--- src/rtl/frame_monitor.sv ---
// Passive checker behind the Ethernet frame generator: verifies field order and
// durations, measures data length, recomputes the CRC and keeps frame statistics.
module frame_monitor #(
  parameter int unsigned MIN_LEN = 46,
  parameter int unsigned MAX_LEN = 1500,
  parameter int unsigned MIN_IGP = 12
) (
  input  logic        iclk,
  input  logic        irst_n,
  input  logic [2:0]  ist,
  input  logic [7:0]  idata_byte,
  output logic        oframe_done,
  output logic [10:0] olen,
  output logic [31:0] ocrc,
  output logic [3:0]  oerr_flags,
  output logic [15:0] oframe_cnt,
  output logic [15:0] oerr_cnt
);

  localparam logic [2:0] S_IGP = 3'd0, S_PRE = 3'd1, S_SFD = 3'd2, S_DA = 3'd3,
                         S_SA  = 3'd4, S_LT  = 3'd5, S_DATA = 3'd6, S_FCS = 3'd7;
  localparam logic [10:0] MIN_LEN_C = 11'(MIN_LEN);
  localparam logic [10:0] MAX_LEN_C = 11'(MAX_LEN);
  localparam logic [10:0] MIN_IGP_C = 11'(MIN_IGP);

  typedef enum logic [1:0] {HUNT, FRAME, IGPW} mon_st_e;

  // Non-reflected CRC-32, MSB of the byte first; equivalent to the D8 parallel form.
  function automatic logic [31:0] crc_d8(input logic [7:0] d, input logic [31:0] c);
    logic [31:0] r;
    r = c;
    for (int i = 7; i >= 0; i--) begin
      if (r[31] ^ d[i]) r = {r[30:0], 1'b0} ^ 32'h04C1_1DB7;
      else              r = {r[30:0], 1'b0};
    end
    return r;
  endfunction

  function automatic logic [10:0] field_len(input logic [2:0] s);
    case (s)
      S_PRE:   field_len = 11'd7;
      S_SFD:   field_len = 11'd1;
      S_DA:    field_len = 11'd6;
      S_SA:    field_len = 11'd6;
      S_LT:    field_len = 11'd2;
      S_FCS:   field_len = 11'd4;
      default: field_len = 11'd0;
    endcase
  endfunction

  mon_st_e     state_q, state_d;
  logic [2:0]  prev_st_q;
  logic [10:0] run_q, run_d;
  logic [3:0]  flags_q, flags_d, flags_fin;
  logic [31:0] crc_q, crc_d;
  logic [10:0] len_q, len_d;
  logic        done_d;

  logic        done_q;
  logic [10:0] olen_q;
  logic [31:0] ocrc_q;
  logic [3:0]  oflags_q;
  logic [15:0] fcnt_q, ecnt_q;

  logic        chg, legal;
  logic [2:0]  succ;
  logic [3:0]  exit_bits;

  assign chg   = (ist != prev_st_q);
  assign succ  = prev_st_q + 3'd1;
  assign legal = (ist == succ);

  // Length check of the run that ends on this cycle's transition.
  always_comb begin
    exit_bits = 4'b0000;
    if (prev_st_q == S_DATA) begin
      if (len_q < MIN_LEN_C || len_q > MAX_LEN_C) exit_bits[2] = 1'b1;
    end else if (prev_st_q != S_IGP) begin
      if (run_q != field_len(prev_st_q)) exit_bits[1] = 1'b1;
    end
  end

  always_comb begin
    state_d   = state_q;
    flags_d   = flags_q;
    flags_fin = flags_q;
    crc_d     = crc_q;
    len_d     = len_q;
    done_d    = 1'b0;
    run_d     = chg ? 11'd1 : ((run_q == 11'h7FF) ? run_q : run_q + 11'd1);

    case (state_q)
      HUNT: begin
        if (chg && prev_st_q == S_IGP && ist == S_PRE) begin
          state_d = FRAME;
          flags_d = 4'b0000;
          crc_d   = 32'd0;
          len_d   = 11'd0;
        end
      end
      FRAME: begin
        if (chg && (!legal || prev_st_q == S_FCS)) begin
          flags_fin = flags_q | exit_bits | {3'b000, ~legal};
          done_d    = 1'b1;
          flags_d   = 4'b0000;
          state_d   = legal ? IGPW : HUNT;
        end else begin
          if (chg) flags_d = flags_q | exit_bits;
          if (ist == S_DATA) begin
            crc_d = crc_d8(idata_byte, crc_q);
            if (len_q != 11'h7FF) len_d = len_q + 11'd1;
          end else if (ist == S_FCS) begin
            crc_d = crc_d8(8'h00, crc_q);
          end
        end
      end
      IGPW: begin
        if (chg) begin
          if (prev_st_q == S_IGP && ist == S_PRE) begin
            state_d = FRAME;
            flags_d = {(run_q < MIN_IGP_C), 3'b000};
            crc_d   = 32'd0;
            len_d   = 11'd0;
          end else begin
            flags_fin = flags_q | 4'b0001;
            done_d    = 1'b1;
            flags_d   = 4'b0000;
            state_d   = HUNT;
          end
        end
      end
      default: state_d = HUNT;
    endcase
  end

  always_ff @(posedge iclk or negedge irst_n) begin
    if (!irst_n) begin
      state_q   <= HUNT;
      prev_st_q <= S_IGP;
      run_q     <= 11'd0;
      flags_q   <= 4'b0000;
      crc_q     <= 32'd0;
      len_q     <= 11'd0;
      done_q    <= 1'b0;
      olen_q    <= 11'd0;
      ocrc_q    <= 32'd0;
      oflags_q  <= 4'b0000;
      fcnt_q    <= 16'd0;
      ecnt_q    <= 16'd0;
    end else begin
      state_q   <= state_d;
      prev_st_q <= ist;
      run_q     <= run_d;
      flags_q   <= flags_d;
      crc_q     <= crc_d;
      len_q     <= len_d;
      done_q    <= done_d;
      if (done_d) begin
        olen_q   <= len_q;
        ocrc_q   <= crc_q;
        oflags_q <= flags_fin;
        if (flags_fin == 4'b0000) begin
          if (fcnt_q != 16'hFFFF) fcnt_q <= fcnt_q + 16'd1;
        end else begin
          if (ecnt_q != 16'hFFFF) ecnt_q <= ecnt_q + 16'd1;
        end
      end
    end
  end

  assign oframe_done = done_q;
  assign olen        = olen_q;
  assign ocrc        = ocrc_q;
  assign oerr_flags  = oflags_q;
  assign oframe_cnt  = fcnt_q;
  assign oerr_cnt    = ecnt_q;

endmodule

--- config.mk ---
export PLATFORM = sky130hd
export DESIGN_NAME = frame_monitor
export DESIGN_NICKNAME = d
export VERILOG_FILES = /design/src/rtl/frame_monitor.sv
export SDC_FILE = /design/constraint.sdc
export NUM_CORES = 1
export LEC_CHECK = 0
export CAP_MARGIN = 20
export CORE_ASPECT_RATIO = 0.7
export CORE_MARGIN = 8
export CORE_UTILIZATION = 61
export DETAILED_ROUTE_END_ITERATION = 8
export PLACE_DENSITY = 0.86
export SYNTH_ARGS = -nofsm -noshare
export SYNTH_HDL_FRONTEND = slang
export SYNTH_SLANG_ARGS = --single-unit
--- constraint.sdc ---
create_clock -name iclk -period 5.8 [get_ports iclk]
set_input_delay 1.16 -clock iclk [delete_from_list [all_inputs] [get_ports iclk]]
set_output_delay 1.16 -clock iclk [all_outputs]
set_load 0.03 [all_outputs]
==> flow_summary_export.csv, run 1 <==
group,metric,value,unit
detailed_routing,number_of_remaining_drc_errors,0,
timing,period_minus_slack,4330,ps
detailed_routing,dr.first_iter.drc_count,585,
clock_network,clk_pin_slew,60,ps
timing,finalHoldViolations,0,
layout,antennaDiodeCount,0,
grt,via_count_of_the_first_global_routing_pass,6034,
layout,post_route_cells_drive_above_1_share,0.118,
logic_synthesis,syn_avg_cell_area,10.4,sq um
logic_synthesis,ys_async_sr_fraction,1.00,
clock_network,hold_buffers,0,
layout,final_cell_count_no_fill,1011,
timing,final.setup_skew,7.75,ps
clock_network,clock_network_latency_to_the_later_pin_of_the_worst_skew_pair,420,ps
setup_path,crit_path_end_kind,"register",
grt,groute.usage.overall,0.235,
power_and_ir_drop,worst_ir_drop_vdd,418,uV
worst_hold_path,timing.hold.worst.start,"oerr_cnt[8]$_DFFE_PN0P_",
detailed_routing,vias_after_detailed_routing,6089,
timing,finalMaxSlewViolations,0,
clock_network,h-tree-depth,4,
timing,rsz0062_at_grt,"false",
floorplanning,placement_rows,34,
job,cap_violations,0,
setup_path,startpoint_type,"input port",
floorplanning,start_util,0.630,
timing,worst_slew_pin_slew,1080,ps
layout,final_net_count,863,
setup_path,r2r_start,"prev_st_q[0]$_DFF_PN0_",
detailed_routing,routed_via_density,6.02,
clock_network,post_cts.resized_instances,0,
setup_path,required,6100,ps
grt,grt_first_pass_wirelength,31500,microns
floorplanning,die_width,152,microns
timing,fin_tns_setup,0,ps
floorplanning,top_level_ports,93,
logic_synthesis,synth_enable_flop_cells,0,
run_status,outcome,"finished clean",
clock_network,cts-buffers-inserted,17,
logic_synthesis,syn_nets,786,
setup_path,crit_path_cell_trace,"clkdlybuf4s50_1 -> xnor2_1 -> and3_1 -> o22a_1 -> or2_1 -> a211o_1 -> buf_4 -> nor4_1 -> a221o_1",
setup_path,maximum_fanout_count_along_the_critical_path,33,
logic_synthesis,ys.flop_type,"sky130_fd_sc_hd__dfrtp_1",
detailed_routing,wl,19600,microns
power_and_ir_drop,cellPowerDensity,532,nW/um^2
worst_hold_path,min_path_type,"register to register",
timing,clock.fmax,231,MHz
setup_path,critical_path.slowest_cell,"sky130_fd_sc_hd__a211o_1",
logic_synthesis,post_synthesis_instance_area,7870,sq um
logic_synthesis,netlist-cell-type-count,60,
logic_synthesis,post_synth_inst_count,760,
grt,grt_max_degree,103,
detailed_routing,drt-wirelength-per-cell,19.4,microns
setup_path,category_of_the_most_critical_setup_path,"input port to register",
power_and_ir_drop,static-leakage-power,0.00410,uW
detailed_routing,drt_pass1_iterations,6,
place,detailedPlacementHpwl,13300,microns
grt,overflow,0,
layout,post-route-util,0.753,
clock_network,tritoncts,"yes",
setup_path,critical_path.max_stage_delay,840,ps
clock_network,cts_max_path_buffers,2,
grt,antenna_violations_before_repair,0,
floorplanning,core-area,12500,sq um
clock_network,cts_root_buffer,"sky130_fd_sc_hd__clkbuf_16",
floorplanning,die_area,16900,sq um
clock_network,tritoncts_num_sinks,142,
place,placed_cells_incl_taps,979,
setup_path,worst_r2r_path_depth,10,
clock_network,cts_setup_buffers,0,
place,place.gp.congestion,0.905,
timing,slew-limit-headroom,0.283,
logic_synthesis,ys_seq_elements,142,
place,place.port_buffers,92,
floorplanning,die-height,111,microns
detailed_routing,final_antenna_violating_net_count,0,
setup_path,timing.critical_path.arrival,4630,ps
layout,area_growth_syn_to_layout,19.7,%
logic_synthesis,yosysWarningCount,0,
timing,finalSetupViolations,0,
worst_hold_path,holdPathEnd,"oerr_cnt[8]$_DFFE_PN0P_",
logic_synthesis,synth_sequential_area_ratio,0.451,
layout,final.fill_count,793,
timing,final.period_utilization,0.746,
worst_hold_path,holdPathStages,1,
setup_path,regToRegEndpoint,"crc_q[7]$_DFFE_PN0P_",
setup_path,regToRegSetupSlack,1950,ps
-- synth_stat cells (3+ instances only) --
cell / n / area share
sky130_fd_sc_hd__a31oi_1: 5 / 0.0040
sky130_fd_sc_hd__or3_1: 5 / 0.0040
sky130_fd_sc_hd__nor2b_1: 4 / 0.0032
sky130_fd_sc_hd__mux2i_1: 4 / 0.0051
sky130_fd_sc_hd__buf_2: 14 / 0.0089
sky130_fd_sc_hd__xnor2_2: 4 / 0.0083
sky130_fd_sc_hd__ha_1: 13 / 0.021
sky130_fd_sc_hd__or4_1: 3 / 0.0029
sky130_fd_sc_hd__mux2_2: 48 / 0.069
sky130_fd_sc_hd__a211o_1: 3 / 0.0033
sky130_fd_sc_hd__clkbuf_1: 21 / 0.010
sky130_fd_sc_hd__xor2_1: 61 / 0.068
sky130_fd_sc_hd__and2_1: 3 / 0.0024
sky130_fd_sc_hd__dfrtp_1: 142 / 0.45
sky130_fd_sc_hd__o31ai_1: 22 / 0.021
sky130_fd_sc_hd__nand4_1: 24 / 0.019
sky130_fd_sc_hd__nor3_1: 14 / 0.0089
sky130_fd_sc_hd__buf_6: 3 / 0.0043
sky130_fd_sc_hd__nand2_1: 80 / 0.038
sky130_fd_sc_hd__o21ai_0: 14 / 0.0089
sky130_fd_sc_hd__a21oi_1: 24 / 0.015
sky130_fd_sc_hd__nor4_1: 5 / 0.0040
sky130_fd_sc_hd__a211oi_1: 3 / 0.0029
sky130_fd_sc_hd__nand3_1: 14 / 0.0089
sky130_fd_sc_hd__inv_1: 15 / 0.0072
sky130_fd_sc_hd__nor2_1: 57 / 0.027
sky130_fd_sc_hd__and3_1: 12 / 0.0095
sky130_fd_sc_hd__xnor2_1: 105 / 0.12
-- critical path, delay by kind of cell --
family                    cells  cell delay, ps
xor gates and xnor gates      1             420
AOI/OAI and AO/OA             3            1400
and+or+nand+nor               3             750
buffers and inverters         2             880
-- per-layer routing --
metal | GRT usage | part of all wire
met1 | 0.333 | 0.44
met2 | 0.348 | 0.46
met3 | 0.0440 | 0.076
met4 | 0.0898 | 0.024
met5 | 0 | 0
-- registers in the layout, summed over array words and instances (netlist names), 3 cells and up --
register / flops
run_q: 11
prev_st_q: 3
oerr_flags: 4
crc_q: 32
flags_q: 3
olen: 11
oframe_cnt: 16
ocrc: 32
len_q: 11
oerr_cnt: 16
-- power breakdown --
part / internal (uW) / leakage (uW) / total [uW] / switching (uW)
combinational: 1050 / 0.00193 / 2510 / 1460
sequential: 1220 / 0.00189 / 1460 / 242
clock: 612 / 0.000272 / 1050 / 433
-- worst max-delay path by stage --
stage / slack, ps / startpoint / to / cells after the start
2_1_floorplan: 2710 / ist[0] / crc_q[0]$_DFFE_PN0P_ / 8
3_3_place_gp: 1420 / ist[0] / crc_q[7]$_DFFE_PN0P_ / 9
5_1_grt: 1270 / ist[0] / crc_q[7]$_DFFE_PN0P_ / 9
6_report: 1470 / ist[0] / crc_q[7]$_DFFE_PN0P_ / 9
4_1_cts: 1610 / ist[0] / crc_q[7]$_DFFE_PN0P_ / 9
3_5_place_dp: 1220 / ist[0] / crc_q[7]$_DFFE_PN0P_ / 9
-- cell usage in the layout (no fill, tap or decap), types with 15 or more instances in the layout --
| cell type | n |
|---|---|
| sky130_fd_sc_hd__a21oi_1 | 24 |
| sky130_fd_sc_hd__xnor2_1 | 105 |
| sky130_fd_sc_hd__nor2_1 | 57 |
| sky130_fd_sc_hd__mux2_2 | 48 |
| sky130_fd_sc_hd__clkdlybuf4s50_1 | 91 |
| sky130_fd_sc_hd__nand4_1 | 24 |
| sky130_fd_sc_hd__xor2_1 | 61 |
| sky130_fd_sc_hd__o31ai_1 | 22 |
| sky130_fd_sc_hd__dfrtp_1 | 142 |
| sky130_fd_sc_hd__inv_1 | 15 |
| sky130_fd_sc_hd__clkbuf_16 | 17 |
| sky130_fd_sc_hd__nand2_1 | 80 |
-- stage by stage --
stage / setup slack [ps] / hold slack (ps) / cell area [sq um] / total power (uW)
3_3_place_gp: 1420 / 470 / 8850 / 3820
2_1_floorplan: 2710 / 458 / 7870 / 3240
4_1_cts: 1610 / 496 / 9420 / 4990
6_report: 1470 / 493 / 9420 / 5010
3_5_place_dp: 1220 / 482 / 8850 / 3910
5_1_grt: 1270 / 517 / 9420 / 5250
-- kinds of logic after synthesis --
kind of cell               after synthesis  share of synthesized area
muxes                                   54                     0.0766
buffers and inverters                   56                     0.0323
AOI/OAI and AO/OA                       97                     0.0899
and+or+nand+nor                        228                      0.136
DFF                                    142                      0.451
xor gates and xnor gates               170                      0.193
adders and majority gates               13                     0.0207
-- layout make-up --
type | count | area [sq um] | share of cell area
multi-input cells | 562 | 4070 | 0.432
clock buffers | 19 | 453 | 0.0481
flip-flops and latches | 142 | 3550 | 0.377
inverters | 15 | 56.3 | 0.00598
repair buffers | 99 | 972 | 0.103
clock inverters | 12 | 111 | 0.0118
well taps | 162 | 203 | 0.0215
(Power assumes the default switching activity.)
==> inputs of run 2 (changes only) <==
--- a/config.mk
+++ b/config.mk
@@ -8,9 +8,9 @@
 export CAP_MARGIN = 20
 export CORE_ASPECT_RATIO = 0.7
 export CORE_MARGIN = 8
-export CORE_UTILIZATION = 61
+export CORE_UTILIZATION = 51
 export DETAILED_ROUTE_END_ITERATION = 8
-export PLACE_DENSITY = 0.86
+export PLACE_DENSITY = 0.77
 export SYNTH_ARGS = -nofsm -noshare
 export SYNTH_HDL_FRONTEND = slang
 export SYNTH_SLANG_ARGS = --single-unit
==> constraint.sdc (replaced) <==
create_clock -name iclk -period 3.7 [get_ports iclk]
set_input_delay 0.74 -clock iclk [delete_from_list [all_inputs] [get_ports iclk]]
set_output_delay 0.74 -clock iclk [all_outputs]
set_load 0.03 [all_outputs]
==> run 2 against run 1 <==
  * Sequential share of layout area decreased by 0.89 points
  * Wire length down 3.6%
  * Worst setup slack lost 960 ps
  * Combinational power is 57% higher
  * Hold slack worse by 200 ps
  * Cell area increased by 2.4%
  * Register-to-register slack lost 1400 ps
  * Clock-buffer cell count increased by 3
  * Largest cell class unchanged
==> flow_summary_export.csv, run 2 (synthesis gave the netlist of run 1 again) <==
group,metric,value,unit
run_status,outcome,"finished clean",
layout,antennaDiodeCount,0,
floorplanning,start_util,0.514,
detailed_routing,wl_met2,7750,microns
layout,layout.cells.most_common_list,"142 x sky130_fd_sc_hd__dfrtp_1, 105 x sky130_fd_sc_hd__xnor2_1, 91 x sky130_fd_sc_hd__clkdlybuf4s50_1",
timing,worst_slew_pin_slew,863,ps
worst_hold_path,min_path_type,"input port to async pin",
grt,via_count_of_the_first_global_routing_pass,5827,
detailed_routing,topRoutingLayerUsed,"met4",
timing,finalMaxSlewViolations,0,
detailed_routing,number_of_remaining_drc_errors,0,
grt,grt_first_pass_wirelength,31200,microns
setup_path,critical_path.max_stage_delay,650,ps
timing,finalSetupViolations,0,
detailed_routing,drt-wirelength-per-cell,17.7,microns
layout,multiInputGateArea,4090,sq um
floorplanning,die_width,165,microns
grt,antenna_violations_before_repair,0,
setup_path,timing.critical_path.arrival,3500,ps
clock_network,cts_setup_buffers,0,
floorplanning,die_area,19700,sq um
clock_network,cts-buffers-inserted,17,
place,pre_cts_slack,-104,ps
job,cap_violations,0,
layout,final_net_count,877,
setup_path,crit_path_end_kind,"register",
clock_network,tritoncts,"yes",
power_and_ir_drop,static-leakage-power,0.00420,uW
layout,seq_area,3550,sq um
place,place.gp.congestion,0.887,
setup_path,category_of_the_most_critical_setup_path,"input port to register",
detailed_routing,final_antenna_violating_net_count,0,
grt,groute.usage.overall,0.199,
power_and_ir_drop,cellPowerDensity,828,nW/um^2
timing,slew-limit-headroom,0.424,
layout,post_route_cells_drive_above_1_share,0.130,
setup_path,crit_path_cell_trace,"clkdlybuf4s50_1 -> xnor2_1 -> and3_1 -> buf_4 -> nor3_1 -> a221oi_4 -> nor2b_1 -> mux2_2",
timing,final.setup_skew,11.4,ps
place,placedInstanceArea,9040,sq um
detailed_routing,met1_length,9220,microns
clock_network,h-tree-depth,4,
floorplanning,core-area,15300,sq um
clock_network,clk_pin_slew,60,ps
power_and_ir_drop,worst_ir_drop_vdd,501,uV
layout,postLayoutCellArea,9650,sq um
timing,clock.fmax,314,MHz
clock_network,tritoncts_num_sinks,142,
detailed_routing,wl,18900,microns
timing,fin_tns_setup,0,ps
clock_network,clock_network_latency_to_the_later_pin_of_the_worst_skew_pair,430,ps
detailed_routing,drt_pass1_iterations,6,
layout,final.fill_count,1237,
layout,mostFrequentLayoutCell,"sky130_fd_sc_hd__dfrtp_1",
floorplanning,die-height,120,microns
setup_path,required,4010,ps
timing,finalHoldViolations,0,
detailed_routing,vias_after_detailed_routing,5931,
setup_path,critical_path.slowest_cell,"sky130_fd_sc_hd__nor3_1",
setup_path,maximum_fanout_count_along_the_critical_path,15,
detailed_routing,dr.first_iter.drc_count,409,
clock_network,hold_buffers,0,
grt,overflow,0,
grt,grt_max_degree,76,
detailed_routing,routed_via_density,5.57,
place,detailedPlacementHpwl,13300,microns
timing,final_critical_path_setup_slack,513,ps
setup_path,startpoint_type,"input port",
layout,area_growth_syn_to_layout,22.6,%
clock_network,cts_root_buffer,"sky130_fd_sc_hd__clkbuf_16",
timing,rsz0062_at_grt,"false",
clock_network,cts_max_path_buffers,2,
timing,period_minus_slack,3190,ps
floorplanning,placement_rows,38,
timing,final.period_utilization,0.861,
floorplanning,top_level_ports,93,
place,place.port_buffers,92,
detailed_routing,wl_met3,1740,microns
run 2: cell types whose count changed in the layout (fill, tap and decap cells not counted), sizes merged:
cell	delta
buf	+14
clkbuf	+3
inv	-3
bufinv	+2
clkinvlp	-1
run 2: area by class of cell:
class | count | share of cell area
clock buffer | 22 | 0.0481
timing repair buffer | 113 | 0.114
clock inverter | 10 | 0.0143
inverter | 15 | 0.00583
multi-input combinational | 562 | 0.423
tap | 200 | 0.0259
sequential | 142 | 0.368
run 2: critical path: cells and delay by family:
family	cells	cell delay [ps]
buffers and inverters	2	800
muxes	1	360
and+or+nand+nor	3	1190
AOI/OAI and AO/OA	1	270
xor gates and xnor gates	1	130
run 2: metrics by stage:
stage	power, uW	hold slack, ps	utilization	instances
5_1_grt	8470	355	0.630	1064
3_5_place_dp	6210	485	0.590	1032
4_1_cts	8000	326	0.630	1064
3_3_place_gp	6130	473	0.590	1032
2_1_floorplan	5080	444	-	760
6_report	7990	296	0.630	1064
run 2: final timing paths:
kind / startpoint / to / slack (ps) / cells after the start
max: ist[2] / oerr_cnt[1]$_DFFE_PN0P_ / 510 / 8
min: irst_n / oerr_cnt[10]$_DFFE_PN0P_ / 300 / 1
max reg2reg: prev_st_q[0]$_DFF_PN0_ / oerr_cnt[1]$_DFFE_PN0P_ / 550 / 9
min reg2reg: oerr_flags[1]$_DFFE_PN0P_ / oerr_flags[1]$_DFFE_PN0P_ / 490 / 1
max in group asynchronous: irst_n / ocrc[13]$_DFFE_PN0P_ / 2570 / 2
min in group iclk: oerr_flags[1]$_DFFE_PN0P_ / oerr_flags[1]$_DFFE_PN0P_ / 490 / 1
run 2: layer usage:
layer,track usage,up-vias
met3,0.0585,19
met2,0.272,226
met4,0.0466,0
met5,0,-
li1,-,2809
met1,0.301,2877
run 2: power by group:
group	internal (uW)	total (uW)	switching [uW]
logic	1740	3950	2210
clock network	1090	1740	651
registers	1910	2300	391
total	4740	7990	3260
run 2: timing repair:
item	CTS	global route
resized for setup	0	1
setup endpoints to repair	0	1
endpoints found under the hold margin	0	0
==> inputs of run 3 (changes only) <==
--- a/config.mk
+++ b/config.mk
@@ -6,11 +6,12 @@
 export NUM_CORES = 1
 export LEC_CHECK = 0
 export CAP_MARGIN = 20
-export CORE_ASPECT_RATIO = 0.7
+export CORE_ASPECT_RATIO = 0.6
 export CORE_MARGIN = 8
 export CORE_UTILIZATION = 51
 export DETAILED_ROUTE_END_ITERATION = 8
 export PLACE_DENSITY = 0.77
+export SLEW_MARGIN = 20
 export SYNTH_ARGS = -nofsm -noshare
 export SYNTH_HDL_FRONTEND = slang
 export SYNTH_SLANG_ARGS = --single-unit
==> constraint.sdc (replaced) <==
create_clock -name iclk -period 3.7 [get_ports iclk]
set_input_delay 0.74 -clock iclk [delete_from_list [all_inputs] [get_ports iclk]]
set_output_delay 0.74 -clock iclk [all_outputs]
set_load 0.005 [all_outputs]
==> run 3 against run 2 <==
  * Utilization up 0.51 points
  * Hold slack better by 85 ps
  * Final cell count up 0.85%
  * Largest cell class unchanged
  * Highest routed layer unchanged
==> flow_summary_export.csv, run 3 (synthesis gave the netlist of run 1 again) <==
group,metric,value,unit
detailed_routing,drt_pass1_iterations,5,
floorplanning,top_level_ports,93,
timing,fin_tns_setup,0,ps
setup_path,timing.critical_path.arrival,3520,ps
clock_network,cts_root_buffer,"sky130_fd_sc_hd__clkbuf_16",
clock_network,cts_max_path_buffers,2,
clock_network,clock_network_latency_to_the_later_pin_of_the_worst_skew_pair,420,ps
detailed_routing,final_antenna_violating_net_count,0,
worst_hold_path,min_path_type,"input port to async pin",
clock_network,hold_buffers,0,
floorplanning,start_util,0.517,
setup_path,critical_path.slowest_cell,"sky130_fd_sc_hd__o41ai_2",
detailed_routing,wl_met2,7330,microns
power_and_ir_drop,post-layout-total-power,7590,uW
timing,period_minus_slack,3220,ps
timing,rsz0062_at_grt,"false",
clock_network,tritoncts,"yes",
layout,final_net_count,883,
detailed_routing,wl,19100,microns
clock_network,post_cts.resized_instances,0,
job,cap_violations,0,
clock_network,clk_pin_slew,60,ps
detailed_routing,met1_length,9420,microns
timing,final.setup_skew,11.8,ps
power_and_ir_drop,cellPowerDensity,784,nW/um^2
setup_path,crit_path_cell_trace,"ha_1 -> ha_1 -> xor2_1 -> o41ai_2 -> nor2_1 -> or2_1 -> a211o_1 -> buf_4 -> o31ai_1",
detailed_routing,dr.first_iter.drc_count,525,
setup_path,category_of_the_most_critical_setup_path,"register to register",
layout,post_route_cells_drive_above_1_share,0.138,
grt,groute.usage.overall,0.196,
place,place.gp.congestion,0.908,
clock_network,cts-buffers-inserted,17,
timing,slew-limit-headroom,0.438,
detailed_routing,number_of_remaining_drc_errors,0,
timing,finalHoldViolations,0,
layout,area_growth_syn_to_layout,23.0,%
setup_path,critical_path.max_stage_delay,610,ps
clock_network,h-tree-depth,4,
grt,grt_max_degree,91,
run_status,outcome,"finished clean",
setup_path,cp_common_cell,"sky130_fd_sc_hd__ha_1",
setup_path,required,4000,ps
power_and_ir_drop,static-leakage-power,0.00422,uW
floorplanning,core-area,15200,sq um
timing,final.period_utilization,0.871,
setup_path,startpoint_type,"register",
detailed_routing,wl_met3,2180,microns
place,detailedPlacementHpwl,13800,microns
detailed_routing,vias_after_detailed_routing,6013,
timing,fin_worst_hold_slack,381,ps
timing,finalSetupViolations,0,
detailed_routing,routed_via_density,5.60,
clock_network,cts_setup_buffers,0,
layout,antennaDiodeCount,0,
clock_network,tritoncts_num_sinks,142,
floorplanning,die_area,19800,sq um
layout,layout.cells.most_common_list,"142 x sky130_fd_sc_hd__dfrtp_1, 105 x sky130_fd_sc_hd__xnor2_1, 91 x sky130_fd_sc_hd__clkdlybuf4s50_1",
floorplanning,die_width,176,microns
grt,overflow,0,
grt,grt_first_pass_wirelength,31200,microns
layout,final.fill_count,1219,
layout,mostFrequentLayoutCell,"sky130_fd_sc_hd__dfrtp_1",
grt,antenna_violations_before_repair,0,
setup_path,crit_path_end_kind,"register",
grt,via_count_of_the_first_global_routing_pass,5838,
setup_path,maximum_fanout_count_along_the_critical_path,26,
timing,worst_slew_pin_slew,843,ps
timing,clock.fmax,310,MHz
floorplanning,placement_rows,35,
place,place.port_buffers,92,
timing,finalMaxSlewViolations,0,
detailed_routing,topRoutingLayerUsed,"met4",
floorplanning,die-height,112,microns
power_and_ir_drop,worst_ir_drop_vdd,378,uV
detailed_routing,drt-wirelength-per-cell,17.8,microns
run 3: cell types whose count changed in the layout (fill, tap and decap cells not counted), moves of 2 or more:
cell,change
sky130_fd_sc_hd__buf_4,+5
sky130_fd_sc_hd__bufinv_16,-2
sky130_fd_sc_hd__clkbuf_1,-2
sky130_fd_sc_hd__clkinv_2,-2
sky130_fd_sc_hd__clkinv_4,+2
sky130_fd_sc_hd__inv_6,+4
run 3: final cells by class:
class | count | area [sq um] | area share
inverter | 15 | 56.3 | 0.00581
sequential | 142 | 3550 | 0.367
clock buffer | 20 | 457 | 0.0472
multi-input combinational | 562 | 4070 | 0.421
timing repair buffer | 119 | 1160 | 0.120
tap | 203 | 254 | 0.0262
clock inverter | 12 | 129 | 0.0133
run 3: worst max-delay path: cells and delay by family, from the launching register on:
family	cells	cell delay (ps)
AND/OR/NAND/NOR	2	390
buffers and inverters	1	260
XOR/XNOR	1	180
adder cells (fa/ha/maj)	2	530
flip-flops	1	450
AO/OA/AOI/OAI	3	1300
run 3: path summary, 6_finish.rpt:
path / from / endpoint / slack, ps / cells after the start
max: prev_st_q[0]$_DFF_PN0_ / crc_q[22]$_DFFE_PN0P_ / 480 / 9
min: irst_n / olen[2]$_DFFE_PN0P_ / 380 / 1
max reg2reg: prev_st_q[0]$_DFF_PN0_ / crc_q[22]$_DFFE_PN0P_ / 480 / 9
min reg2reg: oerr_cnt[8]$_DFFE_PN0P_ / oerr_cnt[8]$_DFFE_PN0P_ / 490 / 1
max in group asynchronous: irst_n / oframe_cnt[3]$_DFFE_PN0P_ / 2570 / 2
min in group iclk: oerr_cnt[8]$_DFFE_PN0P_ / oerr_cnt[8]$_DFFE_PN0P_ / 490 / 1
run 3: per-stage QoR:
step	std cells	area (sq um)	utilization	setup WS, ps
after global routing	1073	9690	0.636	271
after detailed placement	1041	9100	0.597	169
after global placement	1041	9100	0.597	281
final	1073	9690	0.636	477
after floorplan	760	7870	-	957
after CTS	1073	9690	0.636	568
run 3: routing by layer:
| layer | vias to the layer above | global-route usage |
|---|---|---|
| li1 | 2815 | - |
| met1 | 2918 | 0.301 |
| met2 | 264 | 0.246 |
| met3 | 16 | 0.0717 |
| met4 | 0 | 0.0563 |
| met5 | - | 0 |
run 3: where the power goes:
group | total (uW) | internal, uW | switching, uW
Sequential | 2260 | 1910 | 359
Combinational | 3650 | 1800 | 1860
Clock | 1670 | 979 | 695
Total | 7590 | 4680 | 2910
